**src/rtl/proc_exec_unit.sv**
```systemverilog
// Execute stage: register file, ALU and a control FSM for MV / MVI / ADD / SUB.
// Define PROC_EXEC_OVF_EN to add the signed-overflow output ovf_flag.
module proc_exec_unit #(
  parameter int DATA_W   = 16,
  parameter int NUM_REGS = 8,
  localparam int REG_AW  = $clog2(NUM_REGS)
) (
  input  logic              clock,
  input  logic              resetn,
  input  logic              instr_valid,
  output logic              instr_ready,
  input  logic [2:0]        instr_op,
  input  logic [REG_AW-1:0] instr_rx,
  input  logic [REG_AW-1:0] instr_ry,
  input  logic [DATA_W-1:0] imm_data,
  output logic              done,
  output logic              err,
  output logic              zero_flag,
  output logic              carry_flag,
`ifdef PROC_EXEC_OVF_EN
  output logic              ovf_flag,
`endif
  input  logic [REG_AW-1:0] dbg_addr,
  output logic [DATA_W-1:0] dbg_data
);

  localparam logic [2:0] OP_MV  = 3'b000;
  localparam logic [2:0] OP_MVI = 3'b001;
  localparam logic [2:0] OP_ADD = 3'b010;
  localparam logic [2:0] OP_SUB = 3'b011;

  typedef enum logic [1:0] {
    ST_IDLE = 2'd0,
    ST_EXEC = 2'd1,
    ST_WB   = 2'd2
  } state_t;

  function automatic logic op_is_legal(input logic [2:0] op);
    case (op)
      OP_MV, OP_MVI, OP_ADD, OP_SUB: op_is_legal = 1'b1;
      default:                       op_is_legal = 1'b0;
    endcase
  endfunction

  function automatic logic op_is_arith(input logic [2:0] op);
    case (op)
      OP_ADD, OP_SUB: op_is_arith = 1'b1;
      default:        op_is_arith = 1'b0;
    endcase
  endfunction

  state_t              state_r, state_nxt_s;
  logic [DATA_W-1:0]   regs_r [NUM_REGS];
  logic [2:0]          ir_op_r;
  logic [REG_AW-1:0]   ir_rx_r, ir_ry_r;
  logic [DATA_W-1:0]   ir_imm_r;
  logic [DATA_W:0]     g_r;
  logic                accept_s;
  logic [DATA_W-1:0]   opa_s, opb_s, wr_data_s;
  logic [DATA_W:0]     alu_s;
  logic                done_r, err_r, zero_r, carry_r;

  assign instr_ready = (state_r == ST_IDLE);
  assign accept_s    = instr_valid & instr_ready;
  assign opa_s       = regs_r[ir_rx_r];
  assign opb_s       = regs_r[ir_ry_r];
  assign dbg_data    = regs_r[dbg_addr];
  assign done        = done_r;
  assign err         = err_r;
  assign zero_flag   = zero_r;
  assign carry_flag  = carry_r;

  // Next-state logic
  always_comb begin
    state_nxt_s = state_r;
    case (state_r)
      ST_IDLE: begin
        if (accept_s) begin
          if (op_is_arith(instr_op)) begin
            state_nxt_s = ST_EXEC;
          end else begin
            state_nxt_s = ST_WB;
          end
        end else begin
          state_nxt_s = ST_IDLE;
        end
      end
      ST_EXEC: state_nxt_s = ST_WB;
      ST_WB:   state_nxt_s = ST_IDLE;
      default: state_nxt_s = ST_IDLE;
    endcase
  end

  // ALU (carry/borrow lands in bit DATA_W) and write-back data select
  always_comb begin
    alu_s     = '0;
    wr_data_s = '0;
    if (ir_op_r == OP_SUB) begin
      alu_s = {1'b0, opa_s} - {1'b0, opb_s};
    end else begin
      alu_s = {1'b0, opa_s} + {1'b0, opb_s};
    end
    case (ir_op_r)
      OP_MV:   wr_data_s = opb_s;
      OP_MVI:  wr_data_s = ir_imm_r;
      default: wr_data_s = g_r[DATA_W-1:0];
    endcase
  end

  // State register and instruction capture
  always_ff @(posedge clock or negedge resetn) begin
    if (!resetn) begin
      state_r  <= ST_IDLE;
      ir_op_r  <= 3'b000;
      ir_rx_r  <= '0;
      ir_ry_r  <= '0;
      ir_imm_r <= '0;
    end else begin
      state_r <= state_nxt_s;
      if (accept_s) begin
        ir_op_r  <= instr_op;
        ir_rx_r  <= instr_rx;
        ir_ry_r  <= instr_ry;
        ir_imm_r <= imm_data;
      end
    end
  end

  // Register file write-back
  always_ff @(posedge clock or negedge resetn) begin
    if (!resetn) begin
      for (int i = 0; i < NUM_REGS; i++) begin
        regs_r[i] <= '0;
      end
    end else if (state_r == ST_WB && op_is_legal(ir_op_r)) begin
      regs_r[ir_rx_r] <= wr_data_s;
    end
  end

  // Holding register G, done/err pulses and status flags
  always_ff @(posedge clock or negedge resetn) begin
    if (!resetn) begin
      g_r     <= '0;
      done_r  <= 1'b0;
      err_r   <= 1'b0;
      zero_r  <= 1'b0;
      carry_r <= 1'b0;
    end else begin
      done_r <= (state_nxt_s == ST_WB);
      err_r  <= accept_s & ~op_is_legal(instr_op);
      if (state_r == ST_EXEC) begin
        g_r <= alu_s;
      end
      if (state_r == ST_WB && op_is_arith(ir_op_r)) begin
        zero_r  <= (g_r[DATA_W-1:0] == '0);
        carry_r <= g_r[DATA_W];
      end
    end
  end

`ifdef PROC_EXEC_OVF_EN
  logic g_ovf_r, ovf_r, ovf_s;
  assign ovf_flag = ovf_r;

  // Signed overflow: ADD with like-signed operands, SUB with unlike-signed ones
  always_comb begin
    ovf_s = 1'b0;
    if (ir_op_r == OP_SUB) begin
      ovf_s = (opa_s[DATA_W-1] != opb_s[DATA_W-1]) && (alu_s[DATA_W-1] != opa_s[DATA_W-1]);
    end else begin
      ovf_s = (opa_s[DATA_W-1] == opb_s[DATA_W-1]) && (alu_s[DATA_W-1] != opa_s[DATA_W-1]);
    end
  end

  // Overflow captured with G, published at write-back
  always_ff @(posedge clock or negedge resetn) begin
    if (!resetn) begin
      g_ovf_r <= 1'b0;
      ovf_r   <= 1'b0;
    end else begin
      if (state_r == ST_EXEC) begin
        g_ovf_r <= ovf_s;
      end
      if (state_r == ST_WB && op_is_arith(ir_op_r)) begin
        ovf_r <= g_ovf_r;
      end
    end
  end
`endif

endmodule

```
**config.mk**
```make
export PLATFORM = sky130hd
export DESIGN_NAME = proc_exec_unit
export DESIGN_NICKNAME = d
export VERILOG_FILES = /design/src/rtl/proc_exec_unit.sv
export SDC_FILE = /design/constraint.sdc
export NUM_CORES = 1
export LEC_CHECK = 0
export BUFFER_PORTS_ARGS = -buffer_cell sky130_fd_sc_hd__buf_2
export CORE_MARGIN = 8
export CORE_UTILIZATION = 40
export CTS_BUF_LIST = sky130_fd_sc_hd__clkbuf_8
export DETAILED_ROUTE_END_ITERATION = 8
export GPL_TIMING_DRIVEN = 0
export PLACE_DENSITY_LB_ADDON = 0.15
export SLEW_MARGIN = 20
export SYNTH_ARGS = -nofsm -noshare
export SYNTH_HDL_FRONTEND = slang
export SYNTH_SLANG_ARGS = --single-unit
```
**constraint.sdc**
```tcl
create_clock -name clock -period 5.5 [get_ports clock]
set_input_delay 1.1 -clock clock [delete_from_list [all_inputs] [get_ports clock]]
set_output_delay 1.1 -clock clock [all_outputs]
set_load 0.05 [all_outputs]
```
# Word level (Yosys, flattened, before mapping)
# Index checks and enable logic that the tools add are counted.
# totals
memories,0
wordCells,73
romBits,0
ff_bits,176
ram_bits,0
latch_bits,0
# classes
add_sub_neg,2
bitwise_logic,6
multipliers,0
order_cmp,4
n_eq_ne,9
div_mod_pow,0
reduce_logical,11
muxes,23
shift,0
# op_table
cell,count
binary-select mux 16 bit (select 3 bit),3
bitwise mux 128 bit,1
two-way mux 16 bit,7
demux 16 bit (select 3 bit),1
one-hot mux 16 bit (2 select lines),1
adder 16 x 16 -> 17 bit,1
two-way mux 17 bit,1
subtractor 16 x 16 -> 17 bit,1
logical NOT 16 bit,1
"equality test 3 x 2 -> 1 bit, second input constant",4
"greater-or-equal comparator 4 bit, second input constant",3
inverter 3 -> 4 bit,3
OR reduction 4 bit,2
"equality test 3 x 1 -> 1 bit, second input constant",2
logical NOT 3 bit,2
two-way mux 1 bit,6
"equality test 2 bit, second input constant",2
"less-than comparator 4 x 1 -> 1 bit, second input constant",1
two-way mux 2 bit,2
one-hot mux 2 bit (2 select lines),1
OR reduction 2 bit,2
logical AND 1 bit,3
AND 1 bit,2
"equality test 2 x 1 -> 1 bit, second input constant",1
other kinds (2),2

# Longest topological paths before layout
# Gate-level depths: netlist (run 1).
# logic_depth
depth_word,9
mapped_depth,19

# Worst setup path after synthesis (run 1)
# OpenSTA, ideal clock, no wires.
# synth_timing
path_kind,input to output
from,in dbg_addr[0]
to,out dbg_data[5]
t_required_ns,4.400
path_slack_ns,1.594
stages,4
arrival_time_ns,2.806
n_path_buf,2
cell_sequence,clkbuf_1 -> buf_1 -> mux4_2 -> mux2_2
# synth_via
elab_chain_len,4
# synth_lines
element,line,rtl
start: declaration,23,"input logic [REG_AW-1:0] dbg_addr,"
inverter 3 -> 4 bit (implied by the code),67,assign dbg_data = regs_r[dbg_addr];
binary-select mux 16 bit (select 3 bit),67,
two-way mux 16 bit (implied by the code) (2 in series),67,
end: declaration,24,output logic [DATA_W-1:0] dbg_data
# No other way between the ends. The select of a mux whose other input is x is not followed.

# Worst setup path after layout (run 1)
# layout_timing
from,reg ir_rx_r[0]
to,reg g_r[13]
# layout_via
elab_chain_len,6
# layout_lines
element,line,rtl
start: declaration,55,"logic [REG_AW-1:0] ir_rx_r, ir_ry_r;"
start signal: assignment,122,ir_rx_r <= instr_rx;
inverter 3 -> 4 bit (implied by the code) *,65,assign opa_s = regs_r[ir_rx_r];
binary-select mux 16 bit (select 3 bit) *,65,
two-way mux 16 bit (implied by the code) * (2 in series),65,
adder 16 x 16 -> 17 bit / subtractor 16 x 16 -> 17 bit (equally long branches),"101, 99",
two-way mux 17 bit *,98,if (ir_op_r == OP_SUB) begin
end signal: assignment,152,g_r <= alu_s;
end: declaration,57,logic [DATA_W:0] g_r;
# Every way passes the cells marked *; elsewhere a longest branch is shown, timed or not. The select of a mux whose other input is x is not followed.
# A chain may end at the register's enable or synchronous reset.

==> results of run 1 <==
state kept, by name (all words and copies together) (netlist names):
register / cells
err: 1
ir_op_r: 3
ir_imm_r: 16
zero_flag: 1
done: 1
ir_ry_r: 3
g_r: 17
state_r: 2
ir_rx_r: 3
regs_r: 128
carry_flag: 1
through the flow:
step | power [mW] | std cells | cell area [sq um]
4_1_cts | 6.91 | 1442 | 11600
2_1_floorplan | 4.87 | 1022 | 10400
3_5_place_dp | 5.90 | 1411 | 11200
6_report | 6.96 | 1442 | 11600
5_1_grt | 7.42 | 1442 | 11600
3_3_place_gp | 5.83 | 1406 | 11100
synth_stat cells, drive strengths merged, types with 2 or more instances:
| library cell | n | area (sq um) |
|---|---|---|
| mux4 | 57 | 1300 |
| mux2 | 42 | 473 |
| o21ai | 180 | 901 |
| a31oi | 3 | 33.8 |
| buf | 14 | 93.8 |
| nor2 | 32 | 120 |
| o31ai | 4 | 35.0 |
| xnor2 | 16 | 140 |
| or2 | 4 | 25.0 |
| inv | 17 | 63.8 |
| o211ai | 7 | 52.6 |
| o22ai | 2 | 12.5 |
| a21o | 2 | 22.5 |
| a22oi | 64 | 480 |
| nand4 | 15 | 93.8 |
| ha | 17 | 213 |
| nor3 | 5 | 25.0 |
| dfrtp | 176 | 4400 |
| nand2 | 186 | 698 |
| xor2 | 10 | 87.6 |
| nor2b | 3 | 18.8 |
| nor3b | 7 | 57.6 |
| o2111ai | 2 | 23.8 |
| a21oi | 23 | 119 |
| clkbuf | 55 | 206 |
| mux2i | 33 | 350 |
| o31a | 2 | 17.5 |
| nand2b | 6 | 37.5 |
| nor4 | 7 | 43.8 |
| a221oi | 2 | 17.5 |
| a211oi | 2 | 20.0 |
| a22o | 2 | 17.5 |
| nand3 | 10 | 50.1 |
| and3 | 4 | 30.0 |
per-layer routing:
layer | wire length (um) | part of all wire (%) | vias up
met3 | 3250 | 8.7 | 103
li1 | - | - | 3908
met4 | 1860 | 5.0 | 0
met1 | 15900 | 43 | 4376
met2 | 16300 | 44 | 490
met5 | 0 | 0 | -
critical path, stage by stage, from the launching register on:
cell and delay (ns):
dfrtp_1 0.34, clkbuf_1 0.38, nand2_1 0.16, nor2_1 0.93, clkbuf_1 0.62, a22oi_1 0.15
nand4_1 0.23, ha_1 0.25, o2111ai_1 0.17, and4b_1 0.25, o211ai_1 0.27, nor3b_1 0.48
nor4_1 0.10, o31ai_1 0.23
where the power goes:
| group | switching [mW] | total, mW | internal [mW] | leakage [nW] |
|---|---|---|---|---|
| Sequential | 0.539 | 2.31 | 1.77 | 2.31 |
| Combinational | 2.14 | 3.64 | 1.50 | 2.37 |
| Clock | 0.537 | 1.01 | 0.472 | 0.220 |
cells by family after synthesis:
family                     after synthesis  share of synthesized area [%]
and+or+nand+nor                        286                           12.1
buffers and inverters                   87                           3.54
DFF                                    176                           42.4
muxes                                  132                           20.4
xor gates and xnor gates                26                           2.19
AOI/OAI and AO/OA                      297                           17.1
adders and majority gates               18                           2.24
worst paths after layout:
kind,to,from,slack [ns]
hold / removal,ir_imm_r[2],resetn,0.48
setup / recovery,g_r[13],ir_rx_r[0],0.82
max in group asynchronous,regs_r[105],resetn,3.94
setup reg to reg,g_r[13],ir_rx_r[0],0.82
hold reg to reg,zero_flag,zero_flag,0.48
min in group clock,zero_flag,zero_flag,0.49
layout make-up:
class / count / area share (%)
multi-input cells: 759 / 48.7
flip-flops and latches: 176 / 38.0
well taps: 335 / 3.62
repair buffers: 54 / 2.87
plain buffers: 69 / 2.61
clock buffers: 18 / 2.14
clock inverters: 13 / 1.50
inverters: 18 / 0.583
==> results.cfg, run 1 <==
[clock_tree]
cts_buffers = 17
htreeDepth = 4
post-cts-setup-buffers = 0
clk_path_buf_depth = 2
ctsResizeCount = 0
clock_latency_ns = 0.48
cts_tree = built
clkSinkCount = 176
path_clk_slew_ns = 0.10
root_buffer = clkbuf_8
hold_buffers = 0

[floorplan]
core-area_sq_mm = 0.0258
dieHeight_um = 177
dieArea_sq_mm = 0.0314
fp-row-count = 59
initial_utilization_pct = 40.3
ios = 52
die_w_um = 177

[logic_synthesis]
synth_seq_cells = 176
avgSynthCellArea_sq_um = 10.2
syn_area_sq_mm = 0.0104
yosysSeqAreaShare_pct = 42.4
netlist_instances = 1022
async_flop_share_pct = 100
synth_flop_cell = dfrtp_1
ys_warn_count = 0
synth.distinct_cells = 62
syn_nets = 1071
synth_edf_count = 0

[placement]
dp_hpwl_um = 26500
place.gp.congestion = 0.919
port_buffers = 49
dp_slack_ns = 0.884

[outcome]
status = finished clean

[route]
ant_nets = 0
drt-wirelength-per-cell_um = 25.9
drtPass1Iterations = 6
drc = 0
vias_per_cell = 6.16
initialDrtViolationCount = 1062
vias = 8877
routed_wirelength_um = 37300

[worst_setup_path]
reg2reg_depth = 13
path_max_fanout = 10
startpoint_type = flip-flop
worstPathRequired_ns = 5.89
critical_path_class = flip-flop to flip-flop
crit_arrival_ns = 5.07
endpoint_kind = flip-flop

[final_layout]
fillCellCount = 2532
drive_gt1_share_pct = 19.2
multi_input_area_sq_mm = 0.00564
final_common_cell = nand2_1
final_util_pct = 45.0
final_cell_mix = nand2_1, dfrtp_1, o21ai_0
nNetsFinal = 1144
num_antenna_cells = 0
final-seq-area_sq_mm = 0.00440
area_growth_syn_to_layout_pct = 11.6

[timing]
slew_violations = 0
finalCritPeriodShare_pct = 85.2
fin_crit_ns = 4.68
tightest_slew_ns = 1.20
tns_ns = 0
grt_setup_unrepaired = no
max_freq_ghz = 0.214
skew_ns = 0.0185
hold_slack_ns = 0.485
report.final.setup_viol = 0
slew_headroom_pct = 19.6
worst_slack_ns = 0.817
hold_viol = 0

[grt]
grt.met3_usage_pct = 6.00
grt_antenna_before_repair = 0
grt_use_met1_pct = 32.0
grt_pass1_wl_um = 56400
grt_max_degree = 78
grt_usage_pct = 24.3
use_met2_pct = 36.6
grt_overflow_total = 0
grt.busiest_layer = met2
grt_pass1_vias = 8933

[flow_run]
max_cap_violations = 0

[pwr]
leakage_nw = 4.89
power_density_mw_per_mm2 = 600
ir_drop_uv = 258

[min_path]
hold_class = primary input to async pin
(Power assumes the default switching activity.)
==> inputs of run 2 (changes only) <==
- CELL_PAD_IN_SITES_DETAIL_PLACEMENT: unset -> 0
- CELL_PAD_IN_SITES_GLOBAL_PLACEMENT: unset -> 1
- CTS_CLUSTER_SIZE: unset -> 10
==> run 2 against run 1 <==
Net effect: cell area is 0.23% lower; wire length is 3.1% higher; fmax is 3.8% lower; register-to-register slack worse by 0.19 ns; clock power hardly changed; clock-buffer cell count stayed put; first-iteration DRC count is 1.6% higher; via count is 0.50% higher; largest cell class unchanged.
==> results.cfg, run 2 (synthesis results as in run 1) <==
[worst_setup_path]
r2r-end = g_r[13]
crit_arrival_ns = 5.24
path_max_fanout = 9
r2r_slack_ns = 0.63
critical_path_class = flip-flop to flip-flop
critPathSlowestCell = clkinv_1
cp_slowest_stage_delay_ns = 0.64
startpoint = ir_ry_r[2]
reg2reg_depth = 15
crit_top_cell = ha_1
startpoint_type = flip-flop
timing.rr.start = ir_ry_r[2]
endpoint_kind = flip-flop
worstPathRequired_ns = 5.87
crit_path_cell_trace = clkbuf_1 > clkinv_1 > mux2i_1 > ha_1 > nor3b_2 > a22oi_1 > o21ai_0 > xnor2_1 > ha_1 > nand2_1 > or2_2 > o211ai_1 > nor3b_1 > nor4_1 > o31ai_1

[grt]
grt_antenna_before_repair = 1
grt_usage_pct = 25.2
grt_pass1_wl_um = 58100
grt_pass1_vias = 8985
grt_max_degree = 93
grt_overflow_total = 0

[final_layout]
largest_register_ff_count = 128
top_regs = regs_r: 128 flops, g_r: 17 flops, ir_imm_r: 16 flops
final_common_cell = nand2_1
drive_gt1_share_pct = 19.0
num_antenna_cells = 0
top_register = regs_r
final_cell_mix = nand2_1, dfrtp_1, o21ai_0
post-route-cell-area_sq_mm = 0.0116
area_growth_syn_to_layout_pct = 11.3
nNetsFinal = 1143

[route]
drtPass1Iterations = 5
drt-wirelength-per-cell_um = 26.6
initialDrtViolationCount = 1079
routed_wirelength_um = 38400
vias_per_cell = 6.19
ant_nets = 0
vias = 8921
drc = 0

[floorplan]
core-area_sq_mm = 0.0258
fp-row-count = 59
dieArea_sq_mm = 0.0314
ios = 52
die_w_um = 177
initial_utilization_pct = 40.3
dieHeight_um = 177

[clock_tree]
ctsResizeCount = 0
post-cts-setup-buffers = 0
htreeDepth = 4
path_clk_slew_ns = 0.11
hold_buffers = 0
cts_buffers = 17
clk_path_buf_depth = 2
clock_latency_ns = 0.46
cts_tree = built
root_buffer = clkbuf_8
clkSinkCount = 176

[flow_run]
max_cap_violations = 0

[timing]
tightest_slew_ns = 1.22
max_freq_ghz = 0.205
tns_ns = 0
skew_ns = 0.0168
grt_setup_unrepaired = no
fin_crit_ns = 4.87
worst_slack_ns = 0.629
slew_headroom_pct = 18.4
finalCritPeriodShare_pct = 88.6
hold_viol = 0
slew_violations = 0
report.final.setup_viol = 0

[outcome]
status = finished clean

[placement]
place.gp.congestion = 0.892
port_buffers = 49
dp_hpwl_um = 26800
place_area_sq_mm = 0.0111
dp_slack_ns = 0.677

[min_path]
hold_class = flip-flop to flip-flop
worstHoldStart = zero_flag
min_to = zero_flag
min_delay_path_depth = 2

[pwr]
ir_drop_uv = 224
leakage_nw = 4.88
power_density_mw_per_mm2 = 605
fin_total_pwr_mw = 6.99
run 2: power by group:
part	internal [mW]	switching, mW	total (mW)
combinational	1.50	2.17	3.67
sequential	1.77	0.545	2.32
clock	0.472	0.537	1.01
run 2: critical path, delay by kind of cell, from the launching register on:
| family | cells | cell delay (ns) |
|---|---|---|
| AND/OR/NAND/NOR | 5 | 1.20 |
| flip-flops | 1 | 0.34 |
| multiplexers | 1 | 0.62 |
| AO/OA/AOI/OAI | 4 | 0.90 |
| buffers and inverters | 2 | 0.97 |
| XOR/XNOR | 1 | 0.10 |
| adder cells (fa/ha/maj) | 2 | 0.65 |
run 2: how the worst max path moves through the flow:
stage	end	slack (ns)	cells past startpoint
3_5_place_dp	g_r[13]	0.68	15
3_3_place_gp	regs_r[10]	0.22	1
2_1_floorplan	dbg_data[5]	1.59	4
4_1_cts	g_r[13]	0.64	15
6_report	g_r[13]	0.63	15
5_1_grt	g_r[13]	0.16	15
run 2: metal layers:
layer  global-route usage [%]  share of wire (%)
met1                     33.4                 41
met2                     39.8                 46
met3                     5.68                8.9
met4                     9.53                3.2
met5                        0                  0
run 2: final cells by class:
cell class              instances  area [sq um]
plain buffers                  69           302
multi-input cells             759          5640
fillers                      2539         14200
flip-flops and latches        176          4400
clock buffers                  18           248
well taps                     335           419
clock inverters                14           176
repair buffers                 53           305
inverters                      18          67.6
run 2: per-stage QoR:
| step | hold slack (ns) | util (%) | cells |
|---|---|---|---|
| after floorplan | 0.452 | - | 1022 |
| after global placement | 0.462 | 42.9 | 1406 |
| after detailed placement | 0.472 | 43.2 | 1410 |
| after CTS | 0.495 | 44.9 | 1442 |
| after global routing | 0.514 | 44.9 | 1442 |
| final | 0.487 | 44.9 | 1442 |
==> inputs of run 3 (changes only) <==
- GPL_TIMING_DRIVEN: 0 -> unset
==> run 3 against run 2 <==
Net effect: global-route usage down 3.3 points; first-iteration DRC count is 9.2% lower; sequential power about the same; die area unchanged; register-to-register slack improved by 0.51 ns; largest power group unchanged; highest routed layer unchanged.
==> results.cfg, run 3 (synthesis results as in run 1) <==
[worst_setup_path]
path_max_fanout = 10
path_delay_family = simple AND/OR/NAND/NOR gates
critical_path_class = flip-flop to flip-flop
critPathSlowestCell = dfrtp_1
reg2reg_depth = 14
crit_arrival_ns = 4.75
crit_path_cell_trace = clkinv_1 > mux2i_1 > ha_1 > nor3b_2 > a22oi_1 > o21ai_0 > xnor2_1 > ha_1 > nand2_1 > or2_2 > o211ai_1 > nor3b_1 > nor4_1 > o31ai_1
crit_top_cell = ha_1
r2r_slack_ns = 1.14
endpoint_kind = flip-flop
r2r-end = g_r[13]
cp_slowest_stage_delay_ns = 0.58
critPathBufInv = 1
timing.rr.start = ir_ry_r[2]
worstPathRequired_ns = 5.89
startpoint_type = flip-flop

[grt]
grt_antenna_before_repair = 0
grt_pass1_vias = 8237
grt_overflow_total = 0
grt_max_degree = 78
grt_pass1_wl_um = 51900
grt_usage_pct = 21.9

[flow_run]
max_cap_violations = 0

[route]
drt-wirelength-per-cell_um = 24.0
initialDrtViolationCount = 980
vias = 8292
drc = 0
ant_nets = 0
drtPass1Iterations = 5
vias_per_cell = 5.91
routed_wirelength_um = 33600

[floorplan]
dieHeight_um = 177
fp-row-count = 59
die_w_um = 177
initial_utilization_pct = 40.3
ios = 52
core-area_sq_mm = 0.0258
dieArea_sq_mm = 0.0314

[clock_tree]
clock_latency_ns = 0.48
ctsResizeCount = 0
post-cts-setup-buffers = 0
clk_path_buf_depth = 2
htreeDepth = 4
cts_tree = built
clkSinkCount = 176
hold_buffers = 0
cts_buffers = 17
root_buffer = clkbuf_8
path_clk_slew_ns = 0.11

[final_layout]
layoutNonFillerInstCount = 1402
top_regs = regs_r: 128 flops, g_r: 17 flops, ir_imm_r: 16 flops
drive_gt1_share_pct = 21.6
final_cell_mix = nand2_1, dfrtp_1, o21ai_0
top_register = regs_r
nNetsFinal = 1103
final_common_cell = nand2_1
final_util_pct = 44.5
largest_register_ff_count = 128
num_antenna_cells = 0
area_growth_syn_to_layout_pct = 10.4

[placement]
port_buffers = 51
place.gp.congestion = 0.841
dp_cells = 1370
dp_hpwl_um = 22700

[pwr]
combPwrFrac_pct = 51.8
ir_drop_uv = 220
power.switching_mw = 3.22
leakage_nw = 4.87
power_density_mw_per_mm2 = 604
seqPwrFrac_pct = 33.7
p_int_mw = 3.70
clock_power_share_pct = 14.5
swShare_pct = 46.5

[min_path]
min_delay_path_depth = 2
min_to = zero_flag
worstHoldStart = zero_flag
hold_class = flip-flop to flip-flop

[timing]
tns_ns = 0
tightest_slew_ns = 1.14
hold_viol = 0
slew_headroom_pct = 23.3
slew_violations = 0
finalCritPeriodShare_pct = 79.2
report.final.setup_viol = 0
hold_slack_ns = 0.490
max_freq_ghz = 0.230
grt_setup_unrepaired = no
fin_crit_ns = 4.36
skew_ns = 0.0168

[outcome]
status = finished clean
==> run 3: cell types whose count changed in the layout (fill, tap and decap cells not counted), moves of 3 or more <==
cell | before | now
clkbuf_1 | 55 | 0
buf_4 | 4 | 30
buf_1 | 4 | 0
buf_2 | 54 | 50
clkinv_8 | 0 | 3
inv_6 | 5 | 2
o21ai_0 | 169 | 172
o21ai_1 | 11 | 8
==> run 3: through the flow <==
step / cell area, sq um / setup slack [ns] / power, mW
5_1_grt: 11500 / 0.779 / 7.42
3_3_place_gp: 11000 / 1.30 / 5.87
2_1_floorplan: 10400 / 1.59 / 4.87
3_5_place_dp: 11000 / 1.15 / 5.89
4_1_cts: 11500 / 1.13 / 6.93
6_report: 11500 / 1.14 / 6.93
==> run 3: final cells by class <==
| class | count | area (sq um) |
|---|---|---|
| fillers | 2463 | 14300 |
| multi-input cells | 759 | 5640 |
| flip-flops and latches | 176 | 4410 |
| repair buffers | 82 | 507 |
| well taps | 335 | 419 |
| clock buffers | 17 | 234 |
| clock inverters | 15 | 200 |
| inverters | 18 | 67.6 |
==> run 3: worst max path at each step <==
| stage | startpoint | to | depth (start not counted) |
|---|---|---|---|
| 2_1_floorplan | dbg_addr[0] | dbg_data[5] | 4 |
| 4_1_cts | ir_ry_r[2] | g_r[13] | 14 |
| 3_5_place_dp | ir_ry_r[2] | g_r[13] | 14 |
| 5_1_grt | ir_ry_r[2] | g_r[13] | 14 |
| 3_3_place_gp | ir_ry_r[0] | g_r[16] | 15 |
| 6_report | ir_ry_r[2] | g_r[13] | 14 |
==> run 3: tightest hold or removal path: stages (launching register included) <==
cell and delay (ns):
dfrtp_1 0.36, nand2_1 0.04, o21ai_0 0.06
==> run 3: power by group through the flow <==
stage               sequential (mW)  combinational, mW  clock [mW]
floorplan                      2.14               2.72           0
global placement               2.34               3.53           0
detailed placement             2.34               3.55           0
CTS                            2.32               3.58        1.03
global route                   2.41               3.93        1.08
finish                         2.34               3.58        1.01
==> run 3: metal layers <==
layer,share of wire [%],GRT usage (%)
met4,2.4,7.01
met1,46,31.2
met3,6.8,4.59
met2,44,32.9
met5,0,0
